$ cat config.mk
export PLATFORM = sky130hd
export DESIGN_NAME = add_iter_bw16_flat
export DESIGN_NICKNAME = d
export VERILOG_FILES = /design/src/rtl/add_iter_bw16_pkg.sv /design/src/rtl/add_iter_bw16_if.sv /design/src/rtl/add_iter_bw16.sv /design/src/flat_wrapper.sv
export SDC_FILE = /design/constraint.sdc
export NUM_CORES = 1
export LEC_CHECK = 0
export CAP_MARGIN = 20
export CORE_MARGIN = 4
export CORE_UTILIZATION = 51
export DETAILED_ROUTE_END_ITERATION = 6
export GPL_TIMING_DRIVEN = 0
export PLACE_DENSITY = 0.83
export SETUP_SLACK_MARGIN = 0.1
export SKIP_LAST_GASP = 1
export SYNTH_ARGS = -nofsm -noshare
export SYNTH_HDL_FRONTEND = slang
export SYNTH_SLANG_ARGS = --single-unit
$ cat constraint.sdc
create_clock -name clk -period 2.6 [get_ports clk]
set_clock_uncertainty 0.05 [all_clocks]
set_input_delay 0.39 -clock clk [delete_from_list [all_inputs] [get_ports clk]]
set_output_delay 0.39 -clock clk [all_outputs]
set_load 0.02 [all_outputs]
$ cat src/rtl/add_iter_bw16_pkg.sv
// add_iter_bw16_pkg: shared state encoding and defaults for iteration controllers
package add_iter_bw16_pkg;
  typedef enum logic [2:0] {IDLE, LOAD, PULSE, WAIT_LO, WAIT_HI, DONE} state_t;
  localparam int TMO_DEF = 255;
endpackage

$ cat src/rtl/add_iter_bw16_if.sv
// add_iter_bw16_if: job request/result and successor-stage handshake bundle
interface add_iter_bw16_if #(parameter int BW = 16);
  logic st;
  logic [BW-1:0] x;
  logic [BW-1:0] y;
  logic rd;
  logic [BW-1:0] res;
  logic err;
  logic s_st;
  logic [BW-1:0] s_in;
  logic s_rd;
  logic [BW-1:0] s_res;
  modport master(output st, x, y, s_rd, s_res, input rd, res, err, s_st, s_in);
  modport slave(input st, x, y, s_rd, s_res, output rd, res, err, s_st, s_in);
endinterface

$ cat src/rtl/add_iter_bw16.sv
// add_iter_bw16: computes x+y by stepping an external successor stage y times from x
module add_iter_bw16
  import add_iter_bw16_pkg::*;
#(
  parameter int BW  = 16,
  parameter int TMO = TMO_DEF
) (
  input logic clk,
  input logic rst_n,
  add_iter_bw16_if.slave bus
);
  localparam int WW = $clog2(TMO + 1);
  state_t state;
  logic [BW-1:0] acc;
  logic [BW-1:0] cnt;
  logic [WW-1:0] wd;
  logic st_q;
  logic wd_exp;
  assign wd_exp = (wd == WW'(TMO - 1));
  // controller: one successor handshake per iteration, watchdog guards each wait
  always_ff @(posedge clk or negedge rst_n) begin
    if (!rst_n) begin
      state    <= IDLE;
      acc      <= '0;
      cnt      <= '0;
      wd       <= '0;
      st_q     <= 1'b0;
      bus.rd   <= 1'b1;
      bus.res  <= '0;
      bus.err  <= 1'b0;
      bus.s_st <= 1'b0;
      bus.s_in <= '0;
    end else begin
      st_q <= bus.st;
      case (state)
        IDLE: if (bus.st && !st_q) begin
          acc     <= bus.x;
          cnt     <= bus.y;
          bus.err <= 1'b0;
          bus.rd  <= 1'b0;
          state   <= LOAD;
        end
        LOAD: if (cnt == '0) state <= DONE;
        else begin
          bus.s_in <= acc;
          bus.s_st <= 1'b1;
          state    <= PULSE;
        end
        PULSE: begin
          bus.s_st <= 1'b0;
          wd       <= '0;
          state    <= WAIT_LO;
        end
        WAIT_LO, WAIT_HI: if (wd_exp) begin
          bus.err <= 1'b1;
          bus.rd  <= 1'b1;
          bus.res <= acc;
          state   <= IDLE;
        end else begin
          wd <= wd + 1'b1;
          if (state == WAIT_LO && !bus.s_rd) state <= WAIT_HI;
          else if (state == WAIT_HI && bus.s_rd) begin
            acc   <= bus.s_res;
            cnt   <= cnt - 1'b1;
            state <= LOAD;
          end
        end
        DONE: begin
          bus.res <= acc;
          bus.rd  <= 1'b1;
          state   <= IDLE;
        end
        default: state <= IDLE;
      endcase
    end
  end
endmodule

$ cat src/flat_wrapper.sv
// flat-port wrapper written by rule: the top's interface ports become plain ports
module add_iter_bw16_flat import add_iter_bw16_pkg::*;
#(
  parameter int BW  = 16,
  parameter int TMO = TMO_DEF
)
  (clk, rst_n, bus_st, bus_x, bus_y, bus_s_rd, bus_s_res, bus_rd, bus_res, bus_err, bus_s_st, bus_s_in);
  add_iter_bw16_if #(.BW(BW)) bus_i ();
  input logic clk;
  input logic rst_n;
  input wire logic [$bits(bus_i.st)-1:0] bus_st;
  input wire logic [$bits(bus_i.x)-1:0] bus_x;
  input wire logic [$bits(bus_i.y)-1:0] bus_y;
  input wire logic [$bits(bus_i.s_rd)-1:0] bus_s_rd;
  input wire logic [$bits(bus_i.s_res)-1:0] bus_s_res;
  output wire logic [$bits(bus_i.rd)-1:0] bus_rd;
  output wire logic [$bits(bus_i.res)-1:0] bus_res;
  output wire logic [$bits(bus_i.err)-1:0] bus_err;
  output wire logic [$bits(bus_i.s_st)-1:0] bus_s_st;
  output wire logic [$bits(bus_i.s_in)-1:0] bus_s_in;
  assign bus_i.st = bus_st;
  assign bus_i.x = bus_x;
  assign bus_i.y = bus_y;
  assign bus_i.s_rd = bus_s_rd;
  assign bus_i.s_res = bus_s_res;
  assign bus_rd = bus_i.rd;
  assign bus_res = bus_i.res;
  assign bus_err = bus_i.err;
  assign bus_s_st = bus_i.s_st;
  assign bus_s_in = bus_i.s_in;
  add_iter_bw16 #(.BW(BW), .TMO(TMO)) u_core (.clk(clk), .rst_n(rst_n), .bus(bus_i));
endmodule
* Yosys cells after proc, flatten, opt, wreduce, memory -nomap -nowiden
Index checks and enable logic that the tools add are counted.
Storage, ports and cells: register bits after elaboration 79, input port bits 52, output and inout bits 35, logic and storage cells 73
Cells by class: add/subtract/negate cells 2, eq/ne operators 13, multiplexer cells 26, bitwise gates (word level) 1, reductions and logical operators 21
Operators by type and width (count):
- 16-bit 2-to-1 mux | 9
- 16-bit case mux with 2 select lines | 3
- 16-bit logical NOT | 1
- 8-bit case mux with 2 select lines | 1
- 16-bit by 1-bit subtractor with 16-bit output, second input constant | 1
- 3-bit 2-to-1 mux | 5
- 3-bit case mux with 4 select lines | 1
- 2-bit AND reduction | 5
- 8-bit by 1-bit adder with 8-bit output, second input constant | 1
- 8-bit == test, second input constant | 1
- 8-bit 2-to-1 mux | 1
- 2-bit nonzero test | 4
- 3-bit by 2-bit == test with 1-bit output, second input constant | 2
- 3-bit == test, second input constant | 2
- 2-bit by 1-bit inequality test with 1-bit output, second input constant | 3
- 2-bit inequality test, second input constant | 3
- 3-bit AND reduction | 2
- 5-bit AND reduction | 1
- 4-bit by 1-bit inequality test with 1-bit output, second input constant | 1
- 1-bit case mux with 2 select lines | 2
- 3-bit by 1-bit == test with 1-bit output, second input constant | 1
- 1-bit logical AND | 3
- 3-bit logical NOT | 1
- 1-bit 2-to-1 mux | 3
- 5 further kinds | 6

* Logic depth before layout (Yosys ltp)
Gate-level depths: netlist of run 1.
depth in word-level cells 6, gate-level depth with buffers 8, mapped depth without buffers 6

* Worst setup path after synthesis of run 1
OpenSTA, ideal clock, no wires.
path type register to register, from reg u_core.wd[0], to reg u_core.bus.res[10], library setup time 125 ps, data arrival time 1818 ps, required time 2425 ps, setup slack 608 ps, cell stages (with the launch flop) 8, buffers on the path 1, period minus slack after synthesis 1992 ps, cells stage by stage dfrtp_1 > inv_1 > ha_1 > nand3_1 > o21ai_0 > a32oi_2 > buf_6 > mux2_2
On the way: word-level cells in the longest chain between the ends 3
Ends and longest elaborated chain:
- from (decl) | line add_iter_bw16.sv:16 | logic [WW-1:0] wd;
- from (signal assigned) | line add_iter_bw16.sv:60 | wd <= wd + 1'b1;
- 8-bit == test | line add_iter_bw16.sv:19 | assign wd_exp = (wd == WW'(TMO - 1));
- 2-bit by 1-bit inequality test with 1-bit output (no source line)
- 2-bit AND reduction (no source line)
- to (signal assigned) | line add_iter_bw16.sv:29 | bus.res <= '0;
- to (signal assigned) | line add_iter_bw16.sv:57 | bus.res <= acc;
- to (signal assigned) | line add_iter_bw16.sv:69 | bus.res <= acc;
- to (decl) | line add_iter_bw16_if.sv:14 | modport slave(input st, x, y, s_rd, s_res, output rd, res, err, s_st, s_in);
No other way between the ends. A chain may end at the register's enable or synchronous reset.

* Worst setup path in the final report of run 1
from reg u_core.wd[0], to reg u_core.acc[4]
On the way: word-level cells in the longest chain between the ends 3
Ends and longest elaborated chain:
- 8-bit == test | line add_iter_bw16.sv:19
- 2-bit inequality test (no source line)
- 5-bit AND reduction (no source line)
- to (signal assigned) | line add_iter_bw16.sv:37 | acc <= bus.x;
- to (signal assigned) | line add_iter_bw16.sv:63 | acc <= bus.s_res;
- to (decl) | line add_iter_bw16.sv:14 | logic [BW-1:0] acc;
No other way between the ends.

==> results of run 1 <==
-- state kept, by name, indices dropped and copies added (netlist names) --
name	count
u_core.bus.s_st	1
u_core.bus.s_in	16
u_core.acc	16
u_core.state	3
u_core.st_q	1
u_core.bus.res	16
u_core.cnt	16
u_core.wd	8
u_core.bus.err	1
u_core.bus.rd	1
-- routing by layer --
layer	vias to the layer above	share of wire	wire, um	global-route usage
li1	1565	-	-	-
met1	1661	0.41	4350	0.317
met2	128	0.51	5410	0.394
met3	20	0.053	565	0.0341
met4	0	0.024	253	0.0993
met5	-	0	0	0
-- where the power goes --
group          leakage [nW]  switching (W)  internal, W
Clock                0.0944       0.000449     0.000464
Combinational          1.20        0.00141      0.00126
Sequential            0.993       0.000414      0.00173
-- worst max-delay path by stage --
stage / startpoint / end / slack, ns / cells past startpoint
2_1_floorplan: u_core.wd[0] / u_core.bus.res[10] / 0.61 / 7
3_3_place_gp: rst_n / u_core.bus.res[9] / -1.57 / 1
3_5_place_dp: u_core.wd[0] / u_core.bus.res[12] / 0.24 / 7
4_1_cts: u_core.wd[0] / u_core.bus.res[12] / 0.23 / 7
5_1_grt: u_core.wd[0] / u_core.acc[3] / 0.11 / 7
6_report: u_core.wd[0] / u_core.acc[4] / 0.27 / 7
-- cell type report --
type,count,area [um2],area share
sequential,79,1980,0.380
buffer,22,129,0.0247
clock buffer,10,138,0.0264
multi-input combinational,247,1860,0.356
clock inverter,5,58.8,0.0113
timing repair buffer,88,896,0.172
inverter,8,30.0,0.00576
tap,99,124,0.0238
-- cells in the final DEF, fill, tap and decap left out, types with 6 or more instances in the layout --
cell,n
clkdlybuf4s50_1,85
dfrtp_1,78
mux2_2,33
o21ai_0,24
nand3_1,23
mux2i_1,21
nor3_1,16
buf_2,13
nand2_1,12
a21oi_1,11
clkbuf_8,10
nor2_1,9
inv_1,8
o22ai_1,7
nor4_1,7
a31oi_1,6
-- kinds of logic after synthesis --
family,count (synthesis),share of synthesized area
AO/OA/AOI/OAI,87,0.153
AND/OR/NAND/NOR,101,0.150
buffers and inverters,30,0.0399
flip-flops,79,0.497
XOR/XNOR,1,0.00220
adder cells (fa/ha/maj),4,0.0126
multiplexers,54,0.146
-- per-stage QoR --
stage	hold slack, ns	utilization	TNS [ns]	std cells
after floorplan	0.0444	-	0	356
after global placement	0.409	0.670	-122.57	541
after detailed placement	0.244	0.674	0	542
after CTS	0.417	0.702	0	558
after global routing	0.447	0.703	0	558
final	0.406	0.703	0	558
-- repair_timing --
action | 4_1_cts | 5_1_grt
gates resized for setup | 0 | 1
hold buffers | 1 | 0
endpoints found under the hold margin | 20 | 0
endpoints found under the setup margin | 0 | 9
==> impl_metrics.csv, run 1 <==
group,metric,value,unit
clock_network,cts_tree,"done",
sta,slew_headroom,0.430,
synth,netlist_instances,356,
detailed_routing,drt_iter0_drc,310,
critical_path,slowest_stage,"nor2_1",
critical_path,r2r_start,"u_core.wd[0]",
detailed_routing,postRouteAntennaNets,0,
critical_path,critPathLaunchType,"register",
synth,synth-edff-count,0,
global_routing,grt_pass1_vias,3443,
synth,ys_warn_count,0,
synth,synth_most_common_cell,"dfrtp_1",
clock_network,clk_latency,0.35,ns
critical_path,worstPathArrival,2.49,ns
critical_path,endpoint_kind,"register",
detailed_routing,drt_wl_total,10.6,mm
clock_network,ctsHtreeMaxLevel,3,
clock_network,root_buffer,"clkbuf_8",
sta,finalMaxSlewViolations,0,
floorplanning,die_x,96.4,um
floorplanning,coreArea,7410,um2
critical_path,r2r_slack,0.27,ns
sta,fin_crit_sh,0.894,
global_routing,grt_overflow,0,
clock_network,path_clk_slew,0.08,ns
global_routing,antenna_found_initial,0,
detailed_routing,drc,0,
synth,synth.area.top_cells,"dfrtp_1 49%, mux2_2 9.3%, mux2i_1 5.3%",
clock_network,clockBufferDepth,2,
floorplanning,die_area,9290,um2
critical_path,crit_type,"register to register",
placement,pre_cts_slack,0.243,ns
placement,gp_congestion,0.865,
sta,finalSetupViolCount,0,
floorplanning,fp.dieH,96.4,um
layout,finalInstanceArea,5210,um2
critical_path,cp_max_fo,10,
synth,yosysUniqueCellTypes,63,
detailed_routing,dr.pass1.iters,5,
layout,fin_nets,511,
placement,dpl_cell_area,4990,um2
critical_path,required,2.77,ns
synth,syn_nets,412,
sta,final-hold-violation-count,0,
synth,synth_common_cells,"78 x dfrtp_1, 33 x mux2_2, 24 x o21ai_0",
global_routing,grt.total_usage,0.239,
critical_path,critPathMaxStageDelay,0.47,ns
detailed_routing,wire_per_inst,19.0,um
pwr,ir_worst_vdd,543,uV
placement,hpwl,7.74,mm
clock_network,cts_setup_buffers,0,
floorplanning,start_util,0.538,
sta,max_freq,0.430,GHz
pwr,leakage,2.28,nW
synth,yosysSeqAreaShare,0.497,
synth,synth.avg_cell_area,11.2,um2
clock_network,cts_buffers,9,
synth,ys_seq_elements,79,
floorplanning,io_pins,87,
outcome,status,"finished, final reports clean",
layout,fillers,575,
pwr,power_density,1100,nW/um2
layout,diodes,0,
critical_path,cp_cell_sequence,"inv_1 > ha_1 > and3_1 > a211oi_2 > nor2_1 > clkbuf_1 > o21ai_0",
detailed_routing,vias_per_cell,6.05,
synth,yosysTopAreaCellShare,0.490,
sta,fin_crit,2.33,ns
job,maxCapViolations,0,
critical_path,reg2regPathDepth,7,
synth,async_flop_share,1.00,
floorplanning,num_rows,31,
synth,syn-cell-area,3980,um2
detailed_routing,num_vias,3374,
sta,max_slew.worst_pin.slew,0.853,ns
global_routing,grt_pass1_wl,16.9,mm
sta,setup_slack,0.274,ns
worst_hold_path,hold_path_class,"input pin to async pin",
layout,area.growth.synth_to_final,30.8,%
sta,rsz0062_at_grt,"no",
synth,ys.flop_type,"dfrtp_1",
critical_path,path_delay_family,"simple AND/OR/NAND/NOR gates",
pwr,power.total,0.00573,W
placement,io_buffers,86,
global_routing,grt_max_degree,60,
clock_network,cts_sinks,79,
synth,yosys.area.top_type,"dfrtp_1",
critical_path,critPathBufInv,2,
critical_path,timing.rr.end,"u_core.acc[4]",
layout,drive_above_1_share,0.179,
No activity file was read; power rests on OpenSTA's default activity.
==> run 2, diff against run 1 <==
--- a/config.mk
+++ b/config.mk
@@ -12,6 +12,7 @@
 export GPL_TIMING_DRIVEN = 0
 export PLACE_DENSITY = 0.83
 export SETUP_SLACK_MARGIN = 0.1
+export SKIP_CTS_REPAIR_TIMING = 1
 export SKIP_LAST_GASP = 1
 export SYNTH_ARGS = -nofsm -noshare
 export SYNTH_HDL_FRONTEND = slang
==> run 2 against run 1 <==
Hold slack better by 0.0027 ns. Final cell count unchanged. Sequential power about the same. Critical path type unchanged. Worst setup slack got worse by 0.00099 ns. Design area unchanged.
==> impl_metrics.csv, run 2 (synthesized netlist as in run 1, its figures left out) <==
group,metric,value,unit
floorplanning,die_area,9290,um2
critical_path,crit_type,"register to register",
worst_hold_path,hold_path_class,"input pin to async pin",
clock_network,cts_tree,"done",
pwr,power_density,1100,nW/um2
global_routing,grt.total_usage,0.239,
pwr,leakage,2.28,nW
clock_network,ctsHtreeMaxLevel,3,
layout,diodes,0,
pwr,ir_worst_vdd,543,uV
detailed_routing,dr.pass1.iters,5,
layout,fin_nets,511,
critical_path,required,2.77,ns
detailed_routing,vias_per_cell,6.10,
critical_path,endpoint_kind,"register",
sta,final-hold-violation-count,0,
floorplanning,fp.dieH,96.4,um
job,maxCapViolations,0,
floorplanning,die_x,96.4,um
critical_path,cp_cell_sequence,"inv_1 > ha_1 > and3_1 > a211oi_2 > nor2_1 > clkbuf_1 > o21ai_0",
global_routing,antenna_found_initial,0,
critical_path,critPathBufInv,2,
floorplanning,coreArea,7410,um2
global_routing,grt_pass1_vias,3442,
floorplanning,start_util,0.538,
layout,final_common_cell,"clkdlybuf4s50_1",
detailed_routing,num_vias,3403,
pwr,power.total,0.00572,W
clock_network,cts_sinks,79,
critical_path,cp_max_fo,10,
sta,whs,0.409,ns
sta,max_freq,0.430,GHz
sta,finalSetupViolCount,0,
sta,fin_crit,2.33,ns
critical_path,worstPathArrival,2.49,ns
detailed_routing,postRouteAntennaNets,0,
critical_path,critPathLaunchType,"register",
layout,layout_common_cells,"85 x clkdlybuf4s50_1, 78 x dfrtp_1, 33 x mux2_2",
layout,area.growth.synth_to_final,30.8,%
placement,dp_cells,542,
placement,gp_congestion,0.865,
critical_path,slowest_stage,"nor2_1",
global_routing,grt_pass1_wl,16.9,mm
clock_network,cts_buffers,9,
critical_path,critPathMaxStageDelay,0.48,ns
layout,drive_above_1_share,0.179,
sta,fin_crit_sh,0.895,
detailed_routing,wire_per_inst,18.9,um
placement,hpwl,7.74,mm
global_routing,grt_max_degree,60,
clock_network,clockBufferDepth,2,
sta,max_slew.worst_pin.slew,0.857,ns
placement,io_buffers,86,
critical_path,path_delay_family,"simple AND/OR/NAND/NOR gates",
outcome,status,"finished, final reports clean",
clock_network,clk_latency,0.35,ns
global_routing,grtUsageMet2,0.394,
floorplanning,num_rows,31,
sta,rsz0062_at_grt,"no",
global_routing,gr-usage-met3,0.0341,
detailed_routing,drt_iter0_drc,298,
global_routing,grt_overflow,0,
global_routing,grt_busiest_layer,"met2",
detailed_routing,drt_wl_total,10.5,mm
sta,finalMaxSlewViolations,0,
layout,finalNonFillerCells,558,
global_routing,met1_usage,0.317,
clock_network,root_buffer,"clkbuf_8",
detailed_routing,drc,0,
floorplanning,io_pins,87,
sta,slew_headroom,0.427,
clock_network,path_clk_slew,0.08,ns
-- run 2: worst reg2reg max path, stage by stage, from the launching register on --
cell	delay, ns
dfrtp_1	0.46
inv_1	0.09
ha_1	0.17
and3_1	0.25
a211oi_2	0.14
nor2_1	0.48
clkbuf_1	0.38
o21ai_0	0.18
-- run 2: power breakdown --
| part | total (W) | switching [W] | internal [W] |
|---|---|---|---|
| sequential | 0.00214 | 0.000414 | 0.00173 |
| clock | 0.000911 | 0.000447 | 0.000464 |
| combinational | 0.00267 | 0.00141 | 0.00126 |
-- run 2: area by class of cell --
type                       instances  area (um2)
buffer                            22         129
clock buffer                      10         138
clock inverter                     5        58.8
fill                             575        2200
inverter                           8        30.0
multi-input combinational        247        1860
sequential                        79        1980
tap                               99         124
timing repair buffer              88         896
-- run 2: final timing paths --
kind,from,to,slack [ns],depth (start not counted)
worst min-delay path,rst_n,u_core.cnt[12],0.41,2
worst min register to register,u_core.bus.s_st,u_core.bus.s_st,0.44,2
min in group clk,u_core.bus.s_st,u_core.bus.s_st,0.44,2
max in group asynchronous,rst_n,u_core.bus.rd,1.46,3
worst max register to register,u_core.wd[0],u_core.acc[4],0.27,7
worst max-delay path,u_core.wd[0],u_core.acc[4],0.27,7
-- run 2: layer usage --
metal / part of all wire / routed length, um
met1: 0.41 / 4340
met2: 0.51 / 5390
met3: 0.053 / 563
met4: 0.024 / 254
met5: 0 / 0
-- run 2: per-stage QoR --
| step | worst slack [ns] | area (um2) | setup TNS [ns] | utilization |
|---|---|---|---|---|
| after floorplan | 0.608 | 3980 | 0 | - |
| after global placement | -1.57 | 4970 | -122.57 | 0.670 |
| after detailed placement | 0.243 | 4990 | 0 | 0.674 |
| after CTS | 0.234 | 5190 | 0 | 0.700 |
| after global routing | 0.106 | 5210 | 0 | 0.703 |
| final | 0.273 | 5210 | 0 | 0.703 |
==> run 3, diff against run 2 <==
--- a/config.mk
+++ b/config.mk
@@ -10,7 +10,7 @@
 export CORE_UTILIZATION = 51
 export DETAILED_ROUTE_END_ITERATION = 6
 export GPL_TIMING_DRIVEN = 0
-export PLACE_DENSITY = 0.83
+export PLACE_DENSITY = 0.91
 export SETUP_SLACK_MARGIN = 0.1
 export SKIP_CTS_REPAIR_TIMING = 1
 export SKIP_LAST_GASP = 1
==> run 3 against run 2 <==
Sequential share of layout area down 0.082 points. Wire length rose by 5.4%. Combinational power up 3%. Core utilization grew 0.15 points. Die area stayed put. Register-to-register slack worse by 0.08 ns. Non-clock buffer count stayed put. Hold slack improved by 0.0041 ns.
==> impl_metrics.csv, run 3 (synthesized netlist as in run 1, its figures left out) <==
group,metric,value,unit
outcome,status,"finished, final reports clean",
detailed_routing,top_layer,"met4",
clock_network,cts_tree,"done",
pwr,power.switching,0.00235,W
layout,layout_common_cells,"85 x clkdlybuf4s50_1, 78 x dfrtp_1, 33 x mux2_2",
layout,area.growth.synth_to_final,31.1,%
layout,finalInstanceArea,5220,um2
layout,fin_util,0.705,
sta,rsz0062_at_grt,"no",
layout,multiInputGateArea,1860,um2
critical_path,cp_max_fo,7,
floorplanning,fp.dieH,96.4,um
critical_path,worstPathArrival,2.60,ns
pwr,clockPowerShare,0.162,
placement,pre_cts_slack,0.228,ns
floorplanning,coreArea,7410,um2
critical_path,required,2.79,ns
layout,diodes,0,
sta,fin_crit_sh,0.926,
detailed_routing,drt_wl_total,11.1,mm
global_routing,grt.total_usage,0.246,
sta,finalSetupViolCount,0,
layout,drive_above_1_share,0.183,
global_routing,grt_pass1_vias,3588,
sta,max_freq,0.415,GHz
worst_hold_path,hold_path_class,"input pin to async pin",
pwr,leakage,2.29,nW
detailed_routing,num_vias,3523,
layout,final-seq-area,1980,um2
sta,slew_headroom,0.348,
pwr,p_sw_frac,0.404,
detailed_routing,wire_per_inst,19.9,um
clock_network,cts_sinks,79,
job,maxCapViolations,0,
sta,final-hold-violation-count,0,
clock_network,clk_latency,0.36,ns
sta,setup_slack,0.191,ns
layout,fillers,489,
floorplanning,die_x,96.4,um
detailed_routing,postRouteAntennaNets,0,
floorplanning,num_rows,31,
critical_path,critPathLaunchType,"register",
layout,fin_nets,511,
placement,io_buffers,86,
placement,hpwl,8.03,mm
layout,final_common_cell,"clkdlybuf4s50_1",
floorplanning,io_pins,87,
sta,fin_crit,2.41,ns
clock_network,cts_buffers,9,
clock_network,ctsHtreeMaxLevel,3,
detailed_routing,dr.pass1.iters,7,
floorplanning,start_util,0.538,
pwr,power.share.sequential,0.368,
floorplanning,die_area,9290,um2
detailed_routing,wl_met2,5.69,mm
sta,max_slew.worst_pin.slew,0.976,ns
placement,dpl_cell_area,4990,um2
critical_path,endpoint_kind,"register",
pwr,p_comb_frac,0.470,
detailed_routing,wl_met1,4.40,mm
detailed_routing,drc,0,
global_routing,grt_max_degree,59,
clock_network,clockBufferDepth,2,
detailed_routing,vias_per_cell,6.30,
global_routing,grt_pass1_wl,17.4,mm
detailed_routing,drt_iter0_drc,345,
global_routing,antenna_found_initial,0,
critical_path,crit_type,"register to register",
clock_network,root_buffer,"clkbuf_8",
pwr,internal_power,0.00347,W
pwr,ir_worst_vdd,778,uV
sta,finalMaxSlewViolations,0,
placement,gp_congestion,0.908,
detailed_routing,wl_met3,777,um
sta,whs,0.413,ns
clock_network,path_clk_slew,0.09,ns
global_routing,grt_overflow,0,
pwr,power_density,1120,nW/um2
-- run 3: path summary, 6_finish.rpt --
kind	slack, ns	from	to	depth (start not counted)
hold / removal	0.41	rst_n	u_core.bus.res[6]	2
setup reg to reg	0.19	u_core.cnt[0]	u_core.cnt[8]	6
setup / recovery	0.19	u_core.cnt[0]	u_core.cnt[8]	6
min in group clk	0.45	u_core.bus.rd	u_core.bus.rd	2
max in group asynchronous	1.46	rst_n	u_core.bus.rd	3
hold reg to reg	0.45	u_core.bus.rd	u_core.bus.rd	2
-- run 3: critical path, cell delays in order, from the launching register on --
cell and delay (ns):
dfrtp_1 0.42, inv_1 0.13, ha_1 0.23, nor3b_1 0.81
nand2_1 0.25, o22ai_1 0.17, o2bb2a_1 0.23
-- run 3: layout make-up --
| class | instances | area share |
|---|---|---|
| flip-flops and latches | 79 | 0.379 |
| clock inverters | 6 | 0.0129 |
| inverters | 8 | 0.00575 |
| repair buffers | 88 | 0.172 |
| clock buffers | 10 | 0.0264 |
| multi-input cells | 247 | 0.356 |
| well taps | 99 | 0.0237 |
| plain buffers | 22 | 0.0247 |
-- run 3: metal layers --
metal,GRT usage,up-vias
met1,0.310,1756
met5,0,-
met4,0.109,0
met2,0.406,175
li1,-,1558
met3,0.0534,34
-- run 3: metrics by stage --
| step | cells | TNS, ns | total power, W |
|---|---|---|---|
| after floorplan | 356 | 0 | 0.00377 |
| after global routing | 559 | 0 | 0.00613 |
| final | 559 | 0 | 0.00582 |
| after detailed placement | 542 | 0 | 0.00483 |
| after global placement | 541 | -121.30 | 0.00467 |
| after CTS | 558 | 0 | 0.00580 |
-- run 3: power by group through the flow --
stage          sequential (W)  clock, W  combinational, W
2_1_floorplan         0.00232         0           0.00145
3_3_place_gp          0.00210         0           0.00257
3_5_place_dp          0.00215         0           0.00268
4_1_cts               0.00213  0.000957           0.00271
5_1_grt               0.00220   0.00101           0.00292
6_report              0.00214  0.000943           0.00274
